--- src/rtl/program_loader_if.sv ---
// Byte-link and instruction-memory write port bundle for the program loader.
// No storage of its own; purely wiring between host link, loader and memory.
// master = loader side (consumes bytes, drives memory); slave = environment side.
interface program_loader_if #(
   parameter int ADDR_W = 4,
   parameter int INST_W = 13
) ();
   logic [7:0]        data_in;
   logic              data_valid;
   logic              data_ready;
   logic              mem_we;
   logic [ADDR_W-1:0] mem_addr;
   logic [INST_W-1:0] mem_data;

   modport master (
      input  data_in,
      input  data_valid,
      output data_ready,
      output mem_we,
      output mem_addr,
      output mem_data
   );

   modport slave (
      output data_in,
      output data_valid,
      input  data_ready,
      input  mem_we,
      input  mem_addr,
      input  mem_data
   );
endinterface

--- src/rtl/program_loader.sv ---
// Loads a HDR/word-pairs/CHK byte stream into instruction memory, holding the CPU until done.
// Latency: one memory write the cycle after each LO byte is accepted; DONE/ERR one cycle after CHK/fault.
// Backpressure: data_ready is high only in HDR, HI, LO and CHK; a byte moves on valid && ready.
module program_loader #(
   parameter int ADDR_W = 4,
   parameter int DEPTH  = 16,
   parameter int INST_W = 13
) (
   input  logic             clk_i,
   input  logic             rst_i,
   input  logic             start_i,
   program_loader_if.master lnk,
   output logic             cpu_hold_o,
   output logic             done_o,
   output logic             err_o
);
   // Bits of the instruction carried by the HI byte, and width of the word counter.
   localparam int         HI_W  = INST_W - 8;
   localparam int         CNT_W = ADDR_W + 1;
   localparam logic [7:0] MAX_N = 8'(DEPTH);

   typedef enum logic [2:0] {
      S_IDLE,
      S_HDR,
      S_HI,
      S_LO,
      S_WRITE,
      S_CHK,
      S_DONE,
      S_ERR
   } state_t;

   state_t             state_q;
   logic [ADDR_W-1:0]  addr_q;
   logic [CNT_W-1:0]   n_q;
   logic [HI_W-1:0]    hi_q;
   logic [7:0]         chk_q;
   logic               we_q;
   logic [ADDR_W-1:0]  mem_addr_q;
   logic [INST_W-1:0]  mem_data_q;
   logic               hold_q;
   logic               done_q;
   logic               err_q;

   logic               rdy;
   logic               accept;
   logic               hdr_ok;
   logic               hi_ok;
   logic               last_word;

   // Ready is a pure decode of the states that consume a byte.
   always_comb begin
      rdy = 1'b0;
      case (state_q)
         S_HDR, S_HI, S_LO, S_CHK: rdy = 1'b1;
         default:                  rdy = 1'b0;
      endcase
   end

   assign accept    = lnk.data_valid && rdy;
   // Word count must be 1..DEPTH; anything above DEPTH also covers nonzero [7:5].
   assign hdr_ok    = (lnk.data_in != 8'd0) && (lnk.data_in <= MAX_N);
   assign hi_ok     = (lnk.data_in[7:HI_W] == '0);
   assign last_word = ({1'b0, addr_q} == (n_q - CNT_W'(1)));

   assign lnk.data_ready = rdy;
   // A START landing on the WRITE cycle must suppress that write immediately.
   assign lnk.mem_we     = we_q && !start_i;
   assign lnk.mem_addr   = mem_addr_q;
   assign lnk.mem_data   = mem_data_q;
   assign cpu_hold_o     = hold_q;
   assign done_o         = done_q;
   assign err_o          = err_q;

   // Load sequencer: state, counters, running checksum and registered outputs.
   always_ff @(posedge clk_i) begin
      if (rst_i) begin
         state_q    <= S_IDLE;
         addr_q     <= '0;
         n_q        <= '0;
         hi_q       <= '0;
         chk_q      <= '0;
         we_q       <= 1'b0;
         mem_addr_q <= '0;
         mem_data_q <= '0;
         hold_q     <= 1'b1;
         done_q     <= 1'b0;
         err_q      <= 1'b0;
      end else if (start_i) begin
         // Restart from any state; a byte offered this cycle is dropped.
         state_q <= S_HDR;
         addr_q  <= '0;
         chk_q   <= '0;
         we_q    <= 1'b0;
         hold_q  <= 1'b1;
         done_q  <= 1'b0;
         err_q   <= 1'b0;
      end else begin
         we_q <= 1'b0;
         case (state_q)
            S_IDLE: begin
               state_q <= S_IDLE;
            end
            S_HDR: begin
               if (accept) begin
                  if (!hdr_ok) begin
                     state_q <= S_ERR;
                     err_q   <= 1'b1;
                  end else begin
                     n_q     <= lnk.data_in[CNT_W-1:0];
                     addr_q  <= '0;
                     chk_q   <= lnk.data_in;
                     state_q <= S_HI;
                  end
               end
            end
            S_HI: begin
               if (accept) begin
                  if (!hi_ok) begin
                     state_q <= S_ERR;
                     err_q   <= 1'b1;
                  end else begin
                     hi_q    <= lnk.data_in[HI_W-1:0];
                     chk_q   <= chk_q ^ lnk.data_in;
                     state_q <= S_LO;
                  end
               end
            end
            S_LO: begin
               if (accept) begin
                  mem_data_q <= {hi_q, lnk.data_in};
                  mem_addr_q <= addr_q;
                  chk_q      <= chk_q ^ lnk.data_in;
                  we_q       <= 1'b1;
                  state_q    <= S_WRITE;
               end
            end
            S_WRITE: begin
               // Address stops at N-1, so it can never wrap past DEPTH.
               if (last_word) begin
                  state_q <= S_CHK;
               end else begin
                  addr_q  <= addr_q + ADDR_W'(1);
                  state_q <= S_HI;
               end
            end
            S_CHK: begin
               if (accept) begin
                  if (lnk.data_in == chk_q) begin
                     state_q <= S_DONE;
                     done_q  <= 1'b1;
                     hold_q  <= 1'b0;
                  end else begin
                     state_q <= S_ERR;
                     err_q   <= 1'b1;
                  end
               end
            end
            S_DONE: begin
               state_q <= S_DONE;
            end
            S_ERR: begin
               state_q <= S_ERR;
            end
            default: begin
               state_q <= S_IDLE;
            end
         endcase
      end
   end
endmodule

--- src/flat_wrapper.sv ---
// flat-port wrapper written by rule: the top's interface ports become plain ports
module program_loader_flat 
#(
   parameter int ADDR_W = 4,
   parameter int DEPTH  = 16,
   parameter int INST_W = 13
)
  (clk_i, rst_i, start_i, cpu_hold_o, done_o, err_o, lnk_data_in, lnk_data_valid, lnk_data_ready, lnk_mem_we, lnk_mem_addr, lnk_mem_data);
  program_loader_if #(.ADDR_W(ADDR_W), .INST_W(INST_W)) lnk_i ();
  input  logic clk_i;
  input  logic rst_i;
  input  logic start_i;
  output logic cpu_hold_o;
  output logic done_o;
  output logic err_o;
  input wire logic [$bits(lnk_i.data_in)-1:0] lnk_data_in;
  input wire logic [$bits(lnk_i.data_valid)-1:0] lnk_data_valid;
  output wire logic [$bits(lnk_i.data_ready)-1:0] lnk_data_ready;
  output wire logic [$bits(lnk_i.mem_we)-1:0] lnk_mem_we;
  output wire logic [$bits(lnk_i.mem_addr)-1:0] lnk_mem_addr;
  output wire logic [$bits(lnk_i.mem_data)-1:0] lnk_mem_data;
  assign lnk_i.data_in = lnk_data_in;
  assign lnk_i.data_valid = lnk_data_valid;
  assign lnk_data_ready = lnk_i.data_ready;
  assign lnk_mem_we = lnk_i.mem_we;
  assign lnk_mem_addr = lnk_i.mem_addr;
  assign lnk_mem_data = lnk_i.mem_data;
  program_loader #(.ADDR_W(ADDR_W), .DEPTH(DEPTH), .INST_W(INST_W)) u_core (.clk_i(clk_i), .rst_i(rst_i), .start_i(start_i), .lnk(lnk_i), .cpu_hold_o(cpu_hold_o), .done_o(done_o), .err_o(err_o));
endmodule
--- config.mk ---
export PLATFORM = sky130hd
export DESIGN_NAME = program_loader_flat
export DESIGN_NICKNAME = d
export VERILOG_FILES = /design/src/rtl/program_loader_if.sv /design/src/rtl/program_loader.sv /design/src/flat_wrapper.sv
export SDC_FILE = /design/constraint.sdc
export NUM_CORES = 1
export LEC_CHECK = 0
export CORE_MARGIN = 8
export CORE_UTILIZATION = 31
export DETAILED_ROUTE_END_ITERATION = 6
export DONT_BUFFER_PORTS = 1
export REMOVE_ABC_BUFFERS = 1
export SLEW_MARGIN = 25
export SYNTH_ARGS = -nofsm -noshare
export SYNTH_HDL_FRONTEND = slang
export SYNTH_SLANG_ARGS = --single-unit
--- constraint.sdc ---
create_clock -name clk_i -period 1.9 [get_ports clk_i]
set_clock_uncertainty 0.1 [all_clocks]
set_input_delay 0.38 -clock clk_i [delete_from_list [all_inputs] [get_ports clk_i]]
set_output_delay 0.38 -clock clk_i [all_outputs]
set_load 0.05 [all_outputs]
==> results of run 1 <==
## cell usage in the layout, fill, tap and decap left out, types with 2 or more instances in the layout
cell,count
sky130_fd_sc_hd__nor4_1,2
sky130_fd_sc_hd__inv_1,2
sky130_fd_sc_hd__dfxtp_1,45
sky130_fd_sc_hd__nor2b_1,3
sky130_fd_sc_hd__o21ai_0,17
sky130_fd_sc_hd__mux2i_1,29
sky130_fd_sc_hd__o2111ai_1,2
sky130_fd_sc_hd__nand4_1,2
sky130_fd_sc_hd__bufinv_16,2
sky130_fd_sc_hd__o221ai_1,2
sky130_fd_sc_hd__inv_2,2
sky130_fd_sc_hd__nor2_1,43
sky130_fd_sc_hd__xnor2_1,3
sky130_fd_sc_hd__nand2_1,19
sky130_fd_sc_hd__or3_1,6
sky130_fd_sc_hd__clkbuf_8,5
sky130_fd_sc_hd__nor3_1,3
sky130_fd_sc_hd__nand3_1,7
sky130_fd_sc_hd__o211ai_1,7
sky130_fd_sc_hd__and2b_1,2
sky130_fd_sc_hd__xor2_1,10
sky130_fd_sc_hd__buf_4,22
sky130_fd_sc_hd__nand4b_1,2
sky130_fd_sc_hd__a21oi_1,11
## registers in the layout, summed over array words and instances, names as in the netlist
signal	count
u_core.addr_q	4
u_core.chk_q	8
u_core.cpu_hold_o	1
u_core.done_o	1
u_core.err_o	1
u_core.hi_q	5
u_core.lnk.mem_addr	4
u_core.lnk.mem_data	13
u_core.n_q	5
u_core.state_q	3
u_core.we_q	1
## routing by layer
metal  track usage  vias up
li1              -      960
met1         0.123      925
met2         0.173       31
met3        0.0409        7
met4        0.0429        0
met5             0        -
## logic make-up after synthesis
family	after synthesis	synth area share
simple gates	98	0.208
xor+xnor	14	0.0531
flops	46	0.399
buf+inv	25	0.0564
mux	30	0.131
compound gates	51	0.142
fa+ha+maj	2	0.0108
## timing repair
action,4_1_cts,5_1_grt
hold buffers,0,0
setup endpoints to repair,1,5
cloned,0,1
gates resized for setup,1,7
pin swaps,0,2
## through the flow
step	setup WS (ns)	area (sq um)	setup TNS, ns	total power [mW]	util
after floorplan	-0.234	2190	-4.05	1.10	-
after global placement	-0.0281	2500	-0.112	1.15	0.347
after detailed placement	-0.0633	2500	-0.349	1.15	0.347
after CTS	0.0302	2640	0	2.03	0.366
after global routing	-0.00194	2680	-0.00194	2.09	0.371
final	0.0715	2680	0	2.01	0.371
## path summary, 6_finish.rpt
path	from	end	slack (ns)	cells past startpoint
setup reg to reg	u_core.n_q[1]	u_core.addr_q[1]	0.07	7
hold reg to reg	u_core.hi_q[0]	u_core.lnk.mem_data[8]	0.40	2
hold / removal	rst_i	u_core.lnk.mem_data[12]	0.04	1
setup / recovery	u_core.n_q[1]	u_core.addr_q[1]	0.07	7
## area by class of cell
cell class	instances	area, sq um
clock buffer	5	68.8
tap	99	124
timing repair buffer	23	185
fill	767	4530
inverter	4	15.0
sequential	46	922
clock inverter	3	68.8
multi-input combinational	196	1300
## report_power, final
part	internal, mW	switching, mW
Combinational	0.0653	0.0785
Clock	0.527	0.347
Sequential	0.971	0.0167
==> results.md, run 1 <==
- The initial core utilization is 0.320.
- The slowest cell on the critical path is sky130_fd_sc_hd__or3b_2.
- In the routed design, unresolved DRC markers number 0.
- STA puts the critical path data arrival time at 1.98 ns.
- The worst-case IR drop observed on VDD is 0.380 mV.
- Hold timing on the final database bottoms out at a slack of 0.0352 ns.
- The delay of the slowest cell on the worst path is 0.47 ns.
- The longest clock path from root to sink contains 2 buffers.
- Synthesis instantiated 50 different standard cells from the library.
- The total routed wirelength is 5590 microns.
- The area fraction of the dominant cell type after synthesis is 0.399.
- The setup path with the least slack is of type flop to flop.
- 0 antenna diodes ended up in the layout.
- The count of flip-flops with a built-in enable after synthesis is 0.
- During placement, the flow inserted port buffers numbering 0.
- The count of cells in the finished layout, fillers not included, comes to 376.
- The worst relative slew slack is 0.650.
- Counting every sink on the clock net gives 46.
- During synthesis, Yosys emitted a total of 0 warnings.
- In the synthesized netlist, the cells that appear most often are sky130_fd_sc_hd__dfxtp_1, sky130_fd_sc_hd__nor2_1, sky130_fd_sc_hd__mux2i_1.
- The minimum period implied by the final worst setup slack is 1.83 ns.
- The tool flagged a number of max-cap violations equal to 0.
- The cell count after synthesis is 266.
- Dividing the final minimum period by the clock period gives 0.962.
- The worst-path maximum fanout is 6.
- For this run, the top clock speed supported by timing is 547 MHz.
- The die outline width is 102 microns.
- The mean area per synthesized cell is 8.67 sq um.
- Power spread over the standard cell area amounts to 748 nW/um^2.
- The category of cells accounting for the largest share of critical-path delay is simple AND/OR/NAND/NOR gates.
- Of the synthesized area, sequential elements account for 0.399.
- By instance count, the leading cell after synthesis is sky130_fd_sc_hd__dfxtp_1.
- The number of antenna violations at the first check in global routing is 0.
- The final global-route overflow total is 0.
- Once detailed placement completed, the half-perimeter wirelength came to 3870 microns.
- From bottom edge to top edge, the die measures 102 microns.
- The data required time at the worst endpoint is 2.05 ns.
- The number of rows in the core area is 31.
- Counting flops with an async set or reset pin after synthesis yields a share of 0.
- Wire segments on met2 add up to 2710 microns in the final route.
- The final setup violation count is 0.
- For this run, the detailed router's first-pass iteration total came to 4.
- The path category of the worst min-delay check is primary input to flop.
- The vias per cell is 5.11.
- The detailed-route wire length per cell is 14.9 microns.
- The routed metal-1 wire length is 2470 microns.
- Traced cell by cell, the critical path runs through inv_2 -> ha_4 -> xor2_2 -> o32ai_2 -> o2111a_2 -> or3b_2 -> nand3_1.
- The main flop type after synthesis is sky130_fd_sc_hd__dfxtp_1.
- The first global-routing pass estimated 8600 microns of wire.
- The number of max-slew violations in the final report is 0.
- The area of the placeable core is 7210 sq um.
- The antenna violation net count after detailed routing is 0.
- The net count of the finished layout is 290.
- The number of flip-flops and latches in the synthesized netlist is 46.
- STA classifies the critical path startpoint as a flop.
- Including well taps, the total number of placed cells is 367.
- The number of hold violations in the final report was 0.
- The cell type with the highest aggregate area in the netlist is sky130_fd_sc_hd__dfxtp_1.
- At the pin with the least slew margin, the transition time is 0.524 ns.
- The overall via count from detail_route is 1923.
- The number of top-level design ports is 34.
- Across every metal layer, demand over resource in global routing totals 0.107.
- The worst setup path is captured at a flop.
- At the end of routability-driven placement, the weighted congestion stood at 0.743.
- The share of post-route cells with drive strength above 1 is 0.159.
- Entering global routing, the biggest net connects 32 pins.
- The number of setup buffers added after CTS is 0.
- After detailed routing, the met3 layer carries 314 microns of wire.
- The cell sitting at the root of the clock tree is a sky130_fd_sc_hd__clkbuf_8.
- The floorplan step defined a die boundary enclosing 10500 sq um.
- The via count of the first global-routing pass is 1733.
- The top metal layer carrying routed signals is met4.
- The TritonCTS clock tree is built.
- The run finished with clean final reports.
- The H-tree was split into 2 levels.
- The total clock buffers created by CTS is 5.
- The number of buffers and inverters on the critical path is 1.
- Summed over all cells, the static leakage comes to 1.13 nW.
- The cell area that synthesis handed to floorplanning was 2310 sq um.
- The clock transition time at the flip-flop clock pins of the worst setup and hold paths is 0.09 ns.
- The number of violations reported at the end of detailed-routing iteration 0 is 61.
- Clock latency on the worst-skew pair, taken at its later pin, is 0.30 ns.
- By area the synthesized netlist is led by sky130_fd_sc_hd__dfxtp_1, sky130_fd_sc_hd__mux2i_1, sky130_fd_sc_hd__nor2_1.
- The layout-stage area growth over the synthesis result is 16.2%.
Note: power is estimated with default switching activity, not from simulation.
==> run 2, diff against run 1 <==
--- a/config.mk
+++ b/config.mk
@@ -5,6 +5,7 @@
 export SDC_FILE = /design/constraint.sdc
 export NUM_CORES = 1
 export LEC_CHECK = 0
+export ABC_CLOCK_PERIOD_IN_PS = 1900
 export CORE_MARGIN = 8
 export CORE_UTILIZATION = 31
 export DETAILED_ROUTE_END_ITERATION = 6
==> results of run 2 <==
Final layout, timing and power as in run 1 (identical DEF).
==> run 3, diff against run 2 <==
--- a/config.mk
+++ b/config.mk
@@ -7,9 +7,10 @@
 export LEC_CHECK = 0
 export ABC_CLOCK_PERIOD_IN_PS = 1900
 export CORE_MARGIN = 8
-export CORE_UTILIZATION = 31
+export CORE_UTILIZATION = 56
 export DETAILED_ROUTE_END_ITERATION = 6
 export DONT_BUFFER_PORTS = 1
+export PLACE_DENSITY = 0.74
 export REMOVE_ABC_BUFFERS = 1
 export SLEW_MARGIN = 25
 export SYNTH_ARGS = -nofsm -noshare
==> results.md, run 3 (synthesis results as in run 1) <==
- The flow ran to the end, and the final reports show no timing, DRC or antenna violations.
- The clock transition time at the flip-flop clock pins of the worst setup and hold paths is 0.08 ns.
- The number of max-slew violations in the final report is 0.
- The worst vdd rail ir drop is 0.546 mV.
- Setup repair after global routing could not meet its margin everywhere.
- 34 I/O pins were placed.
- The final critical-path setup slack is 0.0813 ns.
- The static leakage power is 1.10 nW.
- Based on the critical path, the design can be clocked at up to 550 MHz.
- Clock tree synthesis selected as its root buffer the cell sky130_fd_sc_hd__clkbuf_8.
- The combinational fraction of design power is 0.074.
- After detailed routing, the number of vias per cell comes to 5.92.
- The number of nets in the final layout is 288.
- The worst register-to-register path has a depth of 7.
- The clock period could shrink to 1.82 ns.
- The number of antenna violations at the first check in global routing is 0.
- Timing analysis after detailed placement gives a worst setup slack of -0.0397 ns.
- The wire length of the first global-routing pass is 8870 microns.
- The setup path with the least slack is of type flop to flop.
- The first routing iteration left 172 violations.
- CTS saw 46 sinks.
- Buffers placed on the I/O ports in this run total 0.
- The net switching share of the total power is 0.231.
- In the layout the commonest cells are sky130_fd_sc_hd__dfxtp_1, sky130_fd_sc_hd__nor2_1, sky130_fd_sc_hd__mux2i_1.
- The nature of the critical path startpoint is a flop.
- The total clock buffers created by CTS is 5.
- The areal power density over the cells is 719 nW/um^2.
- The path category of the worst min-delay check is primary input to flop.
- For this configuration, the core starts out at a cell density of 0.581.
- For this run, the detailed router's first-pass iteration total came to 4.
- Summed over all failing endpoints, the final setup total negative slack is 0 ns.
- The data required time at the worst endpoint is 2.05 ns.
- The cell count of the worst hold path is 1.
- Across the run, the number of max-cap violations was 0.
- The ratio of final minimum period to clock period is 0.957.
- The total routed wirelength is 5380 microns.
- The maximum number of pins on one net before global-route repair is 32.
- The via count of the first global-routing pass is 1866.
- The number of levels the H-tree was split into is 2.
- The vertical die dimension is 80.2 microns.
- The kind of capture point of the worst setup path is a flop.
- The die footprint is 6430 sq um.
- The leading cell type in the layout, fill and taps excluded is sky130_fd_sc_hd__dfxtp_1.
- The repair_antennas step left the layout with diodes totalling 0.
- Summed over all nets, the half-perimeter wirelength after detailed placement is 3670 microns.
- The die is 80.2 microns wide.
- Cell internal power was estimated by the tool at 1.42 mW.
- Once placement finished, the instance area stood at 2400 sq um.
- The number of hold violations in the final report is 0.
- The insertion delay to the later sink of the worst-skew pair is 0.30 ns.
- The remaining design rule violation count is 0.
- Of the total power, registers draw 0.535.
- In the final routed layout, each cell accounts on average for 16.6 microns.
- Final hold analysis gives a worst-case slack of 0.0377 ns.
- For this design the total switching power over the nets is 0.428 mW.
- The TritonCTS clock tree is built.
- The detail route stage leaves a number of antenna-violating nets equal to 0.
- The routability congestion estimate from global placement is 0.835.
- Setup violations remaining at the end of the flow were counted as 0.
- For the pin with the worst max-slew slack, the measured transition is 0.515 ns.
- Along the worst path, the maximum fanout reaches 4.
- The overall power consumption is 1.85 mW.
- The number of flip-flops in the largest register is 13.
- After routing the design area is 2570 sq um.
- The share of post-route cells with drive strength above 1 is 0.156.
- Headroom to the max-slew limit came out at 0.656.
- Data arrives at the worst endpoint at 1.97 ns.
- The total overflow left after global routing is 0.
- Of the total power, the clock network draws 0.392.
- Compared with the post-synthesis result, the final layout area differs by 11.6%.
- The floorplan step defined a core boundary enclosing 3970 sq um.
- In this run the deepest clock path goes through 2 buffers.
- The floorplan has 23 rows.
- The global-route usage over all layers is 0.173.
- The overall via count from detail_route is 1924.
==> run 3: cell types whose count changed in the layout (fill, tap and decap cells not counted) <==
cell                         previous run  this run
sky130_fd_sc_hd__buf_12                 1         0
sky130_fd_sc_hd__buf_4                 22        20
sky130_fd_sc_hd__buf_6                  0         1
sky130_fd_sc_hd__bufinv_16              2         1
sky130_fd_sc_hd__clkbuf_1               0         1
sky130_fd_sc_hd__clkinv_4               1         0
sky130_fd_sc_hd__clkinvlp_4             0         1
sky130_fd_sc_hd__dfxtp_1               45        44
sky130_fd_sc_hd__dfxtp_2                1         2
sky130_fd_sc_hd__nor3b_1                1         0
sky130_fd_sc_hd__nor3b_2                0         1
sky130_fd_sc_hd__o21ai_0               17        16
sky130_fd_sc_hd__o21ai_1                0         1
==> run 3: power by group through the flow <==
stage,clock (mW),sequential [mW],combinational [mW]
after global placement,0,1.01,0.130
final,0.725,0.990,0.137
after detailed placement,0,1.01,0.132
after floorplan,0,1.01,0.0854
after CTS,0.742,0.989,0.133
after global routing,0.776,0.991,0.149
==> run 3: cell type report <==
cell class / count / area (sq um)
Clock inverter: 2 / 37.5
Timing Repair Buffer: 21 / 161
Clock buffer: 6 / 72.6
Inverter: 4 / 15.0
Multi-Input combinational cell: 196 / 1300
Fill cell: 353 / 1400
Sequential cell: 46 / 923
Tap cell: 50 / 62.6
==> run 3: final timing paths <==
path | startpoint | to | slack [ns]
setup reg to reg | u_core.n_q[1] | u_core.addr_q[1] | 0.08
hold / removal | rst_i | u_core.n_q[0] | 0.04
setup / recovery | u_core.n_q[1] | u_core.addr_q[1] | 0.08
hold reg to reg | u_core.hi_q[1] | u_core.lnk.mem_data[9] | 0.40
==> run 3: worst max-delay path, cell delays in order (launching register included) <==
cell                       delay, ns
sky130_fd_sc_hd__dfxtp_2        0.33
sky130_fd_sc_hd__inv_2          0.06
sky130_fd_sc_hd__ha_4           0.16
sky130_fd_sc_hd__xor2_2         0.15
sky130_fd_sc_hd__o32ai_2        0.10
sky130_fd_sc_hd__o2111a_1       0.31
sky130_fd_sc_hd__or3b_2         0.48
sky130_fd_sc_hd__nand3_1        0.07
==> run 3: routing by layer <==
layer / routed length [microns] / global-route usage
met5: 0 / 0
met4: 58 / 0.0727
met3: 311 / 0.0424
met2: 2690 / 0.296
met1: 2330 / 0.200
==> run 3: repair_timing <==
item | 4_1_cts | 5_1_grt
hold buffers | 0 | 0
setup buffers | 1 | 1
cloned | 0 | 1
gates resized for setup | 1 | 11
endpoints found under the setup margin | 1 | 5
pin swaps | 0 | 2
==> run 3: per-stage QoR <==
stage | util | cells
floorplan | - | 245
global placement | 0.604 | 314
detailed placement | 0.604 | 314
CTS | 0.634 | 323
global route | 0.648 | 325
finish | 0.648 | 325
